$ cat config.mk
export PLATFORM = sky130hd
export DESIGN_NAME = bu_pipe_ctrl
export DESIGN_NICKNAME = d
export VERILOG_FILES = /design/src/rtl/bu_pipe_pkg.sv /design/src/rtl/bu_hazard_check.sv /design/src/rtl/bu_pipe_ctrl.sv
export SDC_FILE = /design/constraint.sdc
export NUM_CORES = 1
export LEC_CHECK = 0
export ABC_AREA = 0
export CORE_MARGIN = 1
export CORE_UTILIZATION = 30
export CTS_CLUSTER_SIZE = 12
export DETAILED_ROUTE_END_ITERATION = 10
export HOLD_SLACK_MARGIN = 0.15
export SYNTH_ARGS = -nofsm -noshare
export SYNTH_HDL_FRONTEND = slang
export SYNTH_SLANG_ARGS = --single-unit
export TNS_END_PERCENT = 30
$ cat constraint.sdc
create_clock -name clk -period 1.83 [get_ports clk]
set_input_delay 0.366 -clock clk [delete_from_list [all_inputs] [get_ports clk]]
set_output_delay 0.366 -clock clk [all_outputs]
set_load 0.05 [all_outputs]
$ cat src/rtl/bu_pipe_pkg.sv
// Shared types for the BU pipeline-control chain: per-stage token and hazard-mode encodings.
package bu_pipe_pkg;

    localparam int HAZARD_INTERLOCK = 0;
    localparam int HAZARD_FWD       = 1;

    // Token fields are sized for the widest supported core; instances use the low bits.
    localparam int DATA_W_MAX = 64;
    localparam int REG_AW_MAX = 8;

    typedef struct packed {
        logic                  valid;
        logic                  wen;
        logic                  ld;
        logic [REG_AW_MAX-1:0] dst;
        logic [DATA_W_MAX-1:0] data;
    } stage_t;

    function automatic int reg_aw(input int nregs);
        return (nregs <= 2) ? 1 : $clog2(nregs);
    endfunction

endpackage

$ cat src/rtl/bu_hazard_check.sv
// RAW hazard detector: compares issuing sources against in-flight writers.
module bu_hazard_check
    import bu_pipe_pkg::*;
#(
    parameter int STAGES      = 5,
    parameter int REG_AW      = 3,
    parameter int HAZARD_MODE = HAZARD_INTERLOCK
) (
    input  stage_t [STAGES-1:0] st,
    input  logic [REG_AW-1:0]   src_a,
    input  logic [REG_AW-1:0]   src_b,
    input  logic                use_a,
    input  logic                use_b,
    output logic                hazard
);

    logic [REG_AW_MAX-1:0] src_a_x;
    logic [REG_AW_MAX-1:0] src_b_x;
    logic                  hit;

    assign src_a_x = REG_AW_MAX'(src_a);
    assign src_b_x = REG_AW_MAX'(src_b);

    // Retire stage is excluded: the register file forwards write-first.
    always_comb begin
        hazard = 1'b0;
        hit    = 1'b0;
        for (int j = 0; j < STAGES-1; j++) begin
            hit = st[j].valid & st[j].wen &
                  ((use_a & (st[j].dst == src_a_x)) | (use_b & (st[j].dst == src_b_x)));
            if (HAZARD_MODE == HAZARD_INTERLOCK)
                hazard = hazard | hit;
            else if (j == 0)
                hazard = hazard | (hit & st[j].ld);
        end
    end

endmodule

$ cat src/rtl/bu_pipe_ctrl.sv
// Pipeline-control chain: token shift register with hold, redirect flush, RAW stall and perf counters.
module bu_pipe_ctrl
    import bu_pipe_pkg::*;
#(
    parameter int STAGES      = 5,
    parameter int DATA_W      = 16,
    parameter int NREGS       = 8,
    parameter int FLUSH_DEPTH = 3,
    parameter int HAZARD_MODE = HAZARD_INTERLOCK,
    localparam int REG_AW     = reg_aw(NREGS)
) (
    input  logic              clk,
    input  logic              rst_n,
    input  logic              in_valid,
    output logic              in_ready,
    input  logic [DATA_W-1:0] in_data,
    input  logic [REG_AW-1:0] in_dst,
    input  logic              in_wen,
    input  logic              in_ld,
    input  logic [REG_AW-1:0] in_src_a,
    input  logic [REG_AW-1:0] in_src_b,
    input  logic              in_use_a,
    input  logic              in_use_b,
    input  logic              hold,
    input  logic              redirect,
    output logic              redirect_ack,
    output logic [STAGES-1:0] stage_valid,
    output logic              out_valid,
    output logic [DATA_W-1:0] out_data,
    output logic [REG_AW-1:0] out_dst,
    output logic              out_wen,
    output logic [15:0]       perf_retired,
    output logic [15:0]       perf_bubbles
);

    stage_t [STAGES-1:0] st_q, st_d;
    logic [15:0]         retired_q, retired_d;
    logic [15:0]         bubbles_q, bubbles_d;
    logic                hazard;
    logic                issue;

    bu_hazard_check #(
        .STAGES      (STAGES),
        .REG_AW      (REG_AW),
        .HAZARD_MODE (HAZARD_MODE)
    ) u_hazard (
        .st     (st_q),
        .src_a  (in_src_a),
        .src_b  (in_src_b),
        .use_a  (in_use_a),
        .use_b  (in_use_b),
        .hazard (hazard)
    );

    assign in_ready     = ~hold & ~hazard & ~redirect;
    assign redirect_ack = redirect & ~hold;
    assign issue        = in_valid & in_ready;

    always_comb begin
        st_d      = st_q;
        retired_d = retired_q;
        bubbles_d = bubbles_q;
        if (!hold) begin
            // Tokens leaving stages 0..FLUSH_DEPTH-1 are squashed on their way forward.
            for (int k = 1; k < STAGES; k++) begin
                st_d[k] = st_q[k-1];
                if (redirect && (k <= FLUSH_DEPTH))
                    st_d[k].valid = 1'b0;
            end
            st_d[0] = '0;
            if (issue) begin
                st_d[0].valid = 1'b1;
                st_d[0].wen   = in_wen;
                st_d[0].ld    = in_ld;
                st_d[0].dst   = REG_AW_MAX'(in_dst);
                st_d[0].data  = DATA_W_MAX'(in_data);
            end
            if (st_q[STAGES-1].valid)
                retired_d = retired_q + 16'd1;
            if (in_valid && hazard && !redirect)
                bubbles_d = bubbles_q + 16'd1;
        end
    end

    always_ff @(posedge clk or negedge rst_n) begin
        if (!rst_n) begin
            st_q      <= '0;
            retired_q <= '0;
            bubbles_q <= '0;
        end else begin
            st_q      <= st_d;
            retired_q <= retired_d;
            bubbles_q <= bubbles_d;
        end
    end

    always_comb begin
        for (int k = 0; k < STAGES; k++)
            stage_valid[k] = st_q[k].valid;
    end

    assign out_valid    = st_q[STAGES-1].valid;
    assign out_data     = st_q[STAGES-1].data[DATA_W-1:0];
    assign out_dst      = st_q[STAGES-1].dst[REG_AW-1:0];
    assign out_wen      = st_q[STAGES-1].valid & st_q[STAGES-1].wen;
    assign perf_retired = retired_q;
    assign perf_bubbles = bubbles_q;

endmodule

; ---- Word-level counts from Yosys, hierarchy flattened
; Index checks and enable logic that the tools add are counted.
[op_classes]
n_eq_ne = 8
n_reduce_logical = 5
n_bitwise = 31
muxes = 4
add_sub_neg = 2
[ops]
columns = cell, n
row1 = $mux W75, 1
row2 = $eq A8 B3 Y1, 8
row3 = $add A16 B1 Y16 const B, 2
row4 = $and A1 B1 Y1, 21
row5 = $or A1 B1 Y1, 7
row6 = $reduce_and A2 Y1, 2
row7 = $mux W1, 3
row8 = $not A1 Y1, 3
row9 = $logic_and A1 B1 Y1, 2
row10 = $logic_not A1 Y1, 1
[word_totals]
output_inout_bits = 60
regBits = 157
inputBits = 34
word_cells = 72

; ---- Depth between registers and ports, before layout
[depth]
depth_word = 12
mapped_depth = 8

; ---- By module
; From an unflattened synthesis, not the netlist that was laid out.
[hier_totals]
hier_cells = 448
hier_area_um2 = 6097.1
[by_module_without_submodules]
columns = module, area_per_inst_um2, n_inst, cells_per_inst, seq_area_each_um2
row1 = bu_pipe_ctrl, 5686.7, 1, 393, 3553.4
row2 = bu_hazard_check, 410.4, 1, 55, 0.0

; ---- Least setup slack after synthesis
; OpenSTA, ideal clock, no wires.
[synth_timing]
path_type = input to output
from = input port in_src_a[0]
to = output port in_ready
required_ps = 1464
t_arrival_ps = 1908
cell_stages = 7
path_buffers = 2
slack_ps = -444
cell_sequence = buf_4 -> xnor2_1 -> nand4_1 -> a21oi_1 -> nor4_4 -> buf_2 -> and2_1
[synth_between]
elab_chain_cells = 10
word_cells_on_any_way = 22
cone_classes = 4 x eq/ne / 18 x bitwise
[synth_rtl]
columns = element, line_no
row1 = from (decl), bu_pipe_ctrl.sv:20  ; input logic [REG_AW-1:0] in_src_a,
row2 = $eq A8 B3 Y1, bu_hazard_check.sv:30  ; ((use_a & (st[j].dst == src_a_x)) | (use_b & (st[j].dst == src_b_x)));
row3 = $and A1 B1 Y1, bu_hazard_check.sv:30
row4 = $or A1 B1 Y1, bu_hazard_check.sv:30
row5 = $and A1 B1 Y1, bu_hazard_check.sv:29  ; hit = st[j].valid & st[j].wen &
row6 = $or A1 B1 Y1 (2 in a row), bu_hazard_check.sv:32  ; hazard = hazard | hit;
row7 = $or A1 B1 Y1 *, bu_hazard_check.sv:32
row8 = $not A1 Y1 *, bu_pipe_ctrl.sv:55  ; assign in_ready = ~hold & ~hazard & ~redirect;
row9 = $and A1 B1 Y1 * (2 in a row), bu_pipe_ctrl.sv:55
row10 = to (decl), bu_pipe_ctrl.sv:15  ; output logic in_ready,
; Mark *: on every way between the ends. The rest lies on a longest branch, timed or not.

; ---- Final worst setup path
[layout_timing]
from = register st_q[65] (netlist bit)
to = output port in_ready
[layout_between]
elab_chain_cells = 10
word_cells_on_any_way = 12
cone_classes = 2 x eq/ne / 10 x bitwise
[layout_rtl]
columns = element, line_no
row1 = from (decl), bu_pipe_ctrl.sv:36  ; stage_t [STAGES-1:0] st_q, st_d;
row2 = from (signal assigned), bu_pipe_ctrl.sv:91  ; st_q <= st_d;
row3 = $eq A8 B3 Y1, bu_hazard_check.sv:30
row4 = $and A1 B1 Y1, bu_hazard_check.sv:30
row5 = $or A1 B1 Y1 *, bu_hazard_check.sv:30
row6 = $and A1 B1 Y1 *, bu_hazard_check.sv:29
row7 = $or A1 B1 Y1 * (3 in a row), bu_hazard_check.sv:32
row8 = $not A1 Y1 *, bu_pipe_ctrl.sv:55
row9 = $and A1 B1 Y1 * (2 in a row), bu_pipe_ctrl.sv:55
; Marks and branches as above.

==> run metrics <==
status=finished with violations; failing checks=setup timing; RSZ-0062 raised after global routing=true; synthesis-to-finish area growth=34.3%; DR iter-0 viols=121; Synth Area per Inst=13.6 µm²; final setup fails=38; crit path max-delay cell type=dfrtp_1; DP Worst Slack=-0.632 ns; initial antenna violation count=2; Final Critical Period=2.29 ns; setup TNS=-5.09 ns; xor/xnor share of the synthesized area=8.12%; Final Hold Slack=0.411 ns; DR vias=3583; worst rel slew slack=73.8%; Final WS setup=-0.455 ns; path type of the worst setup path=reg -> out; EDFF count, synth=0; number of synthesized register bits=137; WL per Instance=14.9 µm; vias per inst=4.44; largest net degree at the start of global routing=81; CP Launch Type=register; CTS Buffer Depth=2; Die Ht=141 µm; root buf cell=clkbuf_16; static leakage=3.79 nW; DP Cell Count=767; Post-DRT Antenna Nets=0; synthesized cell area=0.00582 mm²; CP endpoint kind=output port; share of cells above drive strength 1=44.4%; largest family of logic cells by synthesized area=multiplexers; nets=568; mux cell area share after synthesis=16.1%; Crit path buffers/inverters=1; fin crit share=125%; Initial Utilization=30.8%; number of CTS-inserted buffers=17; Post-Syn Instances=427; Crit path arrival time=1.92 ns; Seq pwr share=42.4%; Comb pwr share=13.3%; DRC viols=0; adder-cell share of the synthesized area=0.430%; Compound-Gate Fraction of Synth Area=3.74%; DIE AREA=0.0200 mm²; Primary FF master, synth=dfrtp_1; DP HPWL=7800 µm; DRT Pass-1 Iters=4; H-tree depth=4; Power Dens Cells=1030 mW/mm²; Max Transition Viols Final=0; worst-path cell chain=xnor2_1 -> nand4_1 -> a21oi_2 -> nor4_4 -> and2_4 -> buf_12; Synth async-reset ratio=100%; fin area=0.00782 mm²; simple-gate portion of the synthesized area=7.72%; Post-Layout Cell Count=807; Syn Nets=463; family with the most delay on the worst path=simple AND/OR/NAND/NOR gates; Final Hold Vio Count=0; Hold Path Class=in -> async; met3 wire length=824 µm; PortBufs=92; clock share of power=44.3%; Psw=2.07 mW; highest routed metal layer=met4; Max Clock Freq=0.438 GHz; Synth cell types=31; Critical Path RT=1.46 ns; Switching Fraction=25.7%; Met2 Routed Length=5700 µm; standard-cell rows=50; Clock Sinks=137; Clock Latency Late Sink=0.41 ns; Slew @ Worst Pin=0.393 ns; CTS tree=yes; sequential fraction of the synthesis area=58.9%; WL final=12000 µm; number of global-route vias before repair=3829; Fillers=1791; area of the core=0.0189 mm²; Final Wtd Congestion=0.809; clock slew at reported path FFs=0.06 ns; gr usage total=13.0%; Critical Path Max Stage Delay=0.41 ns; crit-path max FO=3; Max Cap Viol=0; Metal-1 WL=5350 µm; DP Area=0.00698 mm²; Clock Skew=0.00998 ns; VDD IR max=0.000612 V; YS warnings=0; first-pass GRT wire length=19900 µm; I/O pins=94; chip width=141 µm; Cell Int Power=5.98 mW; total gr overflow=0
## power by group through the flow
| stage | Combinational (mW) | Clock, mW | Sequential (mW) |
|---|---|---|---|
| final | 1.07 | 3.57 | 3.41 |
| after global routing | 1.15 | 3.82 | 3.45 |
| after CTS | 1.08 | 3.69 | 3.42 |
| after detailed placement | 1.06 | 0 | 3.47 |
| after global placement | 1.04 | 0 | 3.46 |
| after floorplan | 0.698 | 0 | 3.50 |
## path summary, 6_finish.rpt
kind | slack (ns) | start | end | cells after the start
max | -0.46 | st_q[65]$_DFFE_PN0N_ | in_ready | 6
min | 0.41 | rst_n | perf_bubbles[4]$_DFFE_PN0P_ | 2
max reg2reg | -0.20 | st_q[65]$_DFFE_PN0N_ | st_q[1]$_DFFE_PN0N_ | 8
min reg2reg | 0.47 | perf_bubbles[15]$_DFFE_PN0P_ | perf_bubbles[15]$_DFFE_PN0P_ | 1
max in group asynchronous | 0.81 | rst_n | perf_retired[9]$_DFFE_PN0P_ | 3
min in group clk | 0.42 | hold | perf_retired[2]$_DFFE_PN0P_ | 4
## registers in the layout, summed over array words and instances (netlist names)
name / flops
out_data: 16
out_dst: 3
out_valid: 1
perf_bubbles: 16
perf_retired: 16
st_q: 81
stage_valid: 4
## placed cells by master, fill, tap and decap left out, types with 2 or more instances in the layout
| master | instances |
|---|---|
| clkbuf_16 | 18 |
| buf_12 | 7 |
| nor3b_2 | 3 |
| nor2_1 | 6 |
| inv_6 | 3 |
| xnor2_2 | 2 |
| diode_2 | 2 |
| nand4_1 | 11 |
| dfrtp_1 | 134 |
| mux2_2 | 82 |
| and3_1 | 7 |
| nand2b_1 | 3 |
| a21oi_2 | 4 |
| buf_6 | 4 |
| buf_16 | 2 |
| ha_1 | 2 |
| nand3_1 | 5 |
| clkdlybuf4s50_1 | 24 |
| o21ai_0 | 3 |
| and3_4 | 2 |
| bufinv_16 | 3 |
| dlygate4sd2_1 | 6 |
| clkinv_4 | 4 |
| xnor2_1 | 33 |
| nor4_2 | 2 |
| dfrtp_2 | 3 |
| nor3_2 | 4 |
| xor2_1 | 19 |
| a22o_1 | 20 |
| nand2_1 | 22 |
| nor2b_1 | 2 |
| clkbuf_8 | 2 |
| buf_4 | 85 |
## synthesized netlist by cell type, types with 2 or more instances
cell	instances	area share, %
dfrtp_1	137	59
mux2_2	82	16
xnor2_1	35	5.3
buf_4	32	4.1
nand2_1	22	1.4
a22o_1	20	3.0
xor2_1	19	2.9
clkbuf_1	12	0.77
nand4_1	11	1.2
and3_1	8	0.86
nor2_1	8	0.52
nand3_1	5	0.43
nor3_1	5	0.43
a21oi_1	4	0.34
nand2b_1	3	0.32
nor3b_1	3	0.39
o21ai_0	3	0.26
and2_1	2	0.21
ha_1	2	0.43
nor2b_1	2	0.21
nor4_1	2	0.21
## worst register-to-register path, stage by stage (launching register included)
cell       delay [ns]
dfrtp_1          0.41
xnor2_1          0.15
nand4_1          0.12
a21oi_2          0.08
nor4_4           0.40
buf_4            0.21
and3_4           0.30
clkbuf_16        0.19
a22o_1           0.12
## layer usage
layer / track usage (%) / up-vias
met3: 5.23 / 13
met1: 16.3 / 1809
met2: 19.8 / 84
li1: - / 1677
met4: 5.61 / 0
met5: 0 / -
## timing repair
action,in CTS,in global routing
resized for setup,31,3
setup endpoints to repair,37,38
gates cloned,2,1
hold buffers,1,0
hold endpoints to repair,32,0
pin swaps,20,4
setup buffers,2,1
## cell type report
type                            instances  area [µm²]  share of cell area (%)
Sequential cell                       137        3430                    43.9
Multi-Input combinational cell        244        2210                    28.3
Timing Repair Buffer                  131        1220                    15.6
Clock buffer                           20         457                    5.84
Tap cell                              260         325                    4.16
Clock inverter                         12         164                    2.10
Antenna cell                            2        5.00                  0.0640
Inverter                                1        3.75                  0.0480
## through the flow
stage | power [mW] | util [%]
global placement | 4.50 | 36.9
CTS | 8.19 | 41.1
global route | 8.41 | 41.4
finish | 8.05 | 41.4
floorplan | 4.19 | -
detailed placement | 4.53 | 36.9
## cells by family after synthesis
family                     after synthesis
buffers and inverters                   46
DFF                                    137
AOI/OAI and AO/OA                       28
muxes                                   83
adders and majority gates                2
and+or+nand+nor                         77
xor gates and xnor gates                54
No activity file was read; power rests on OpenSTA's default activity.
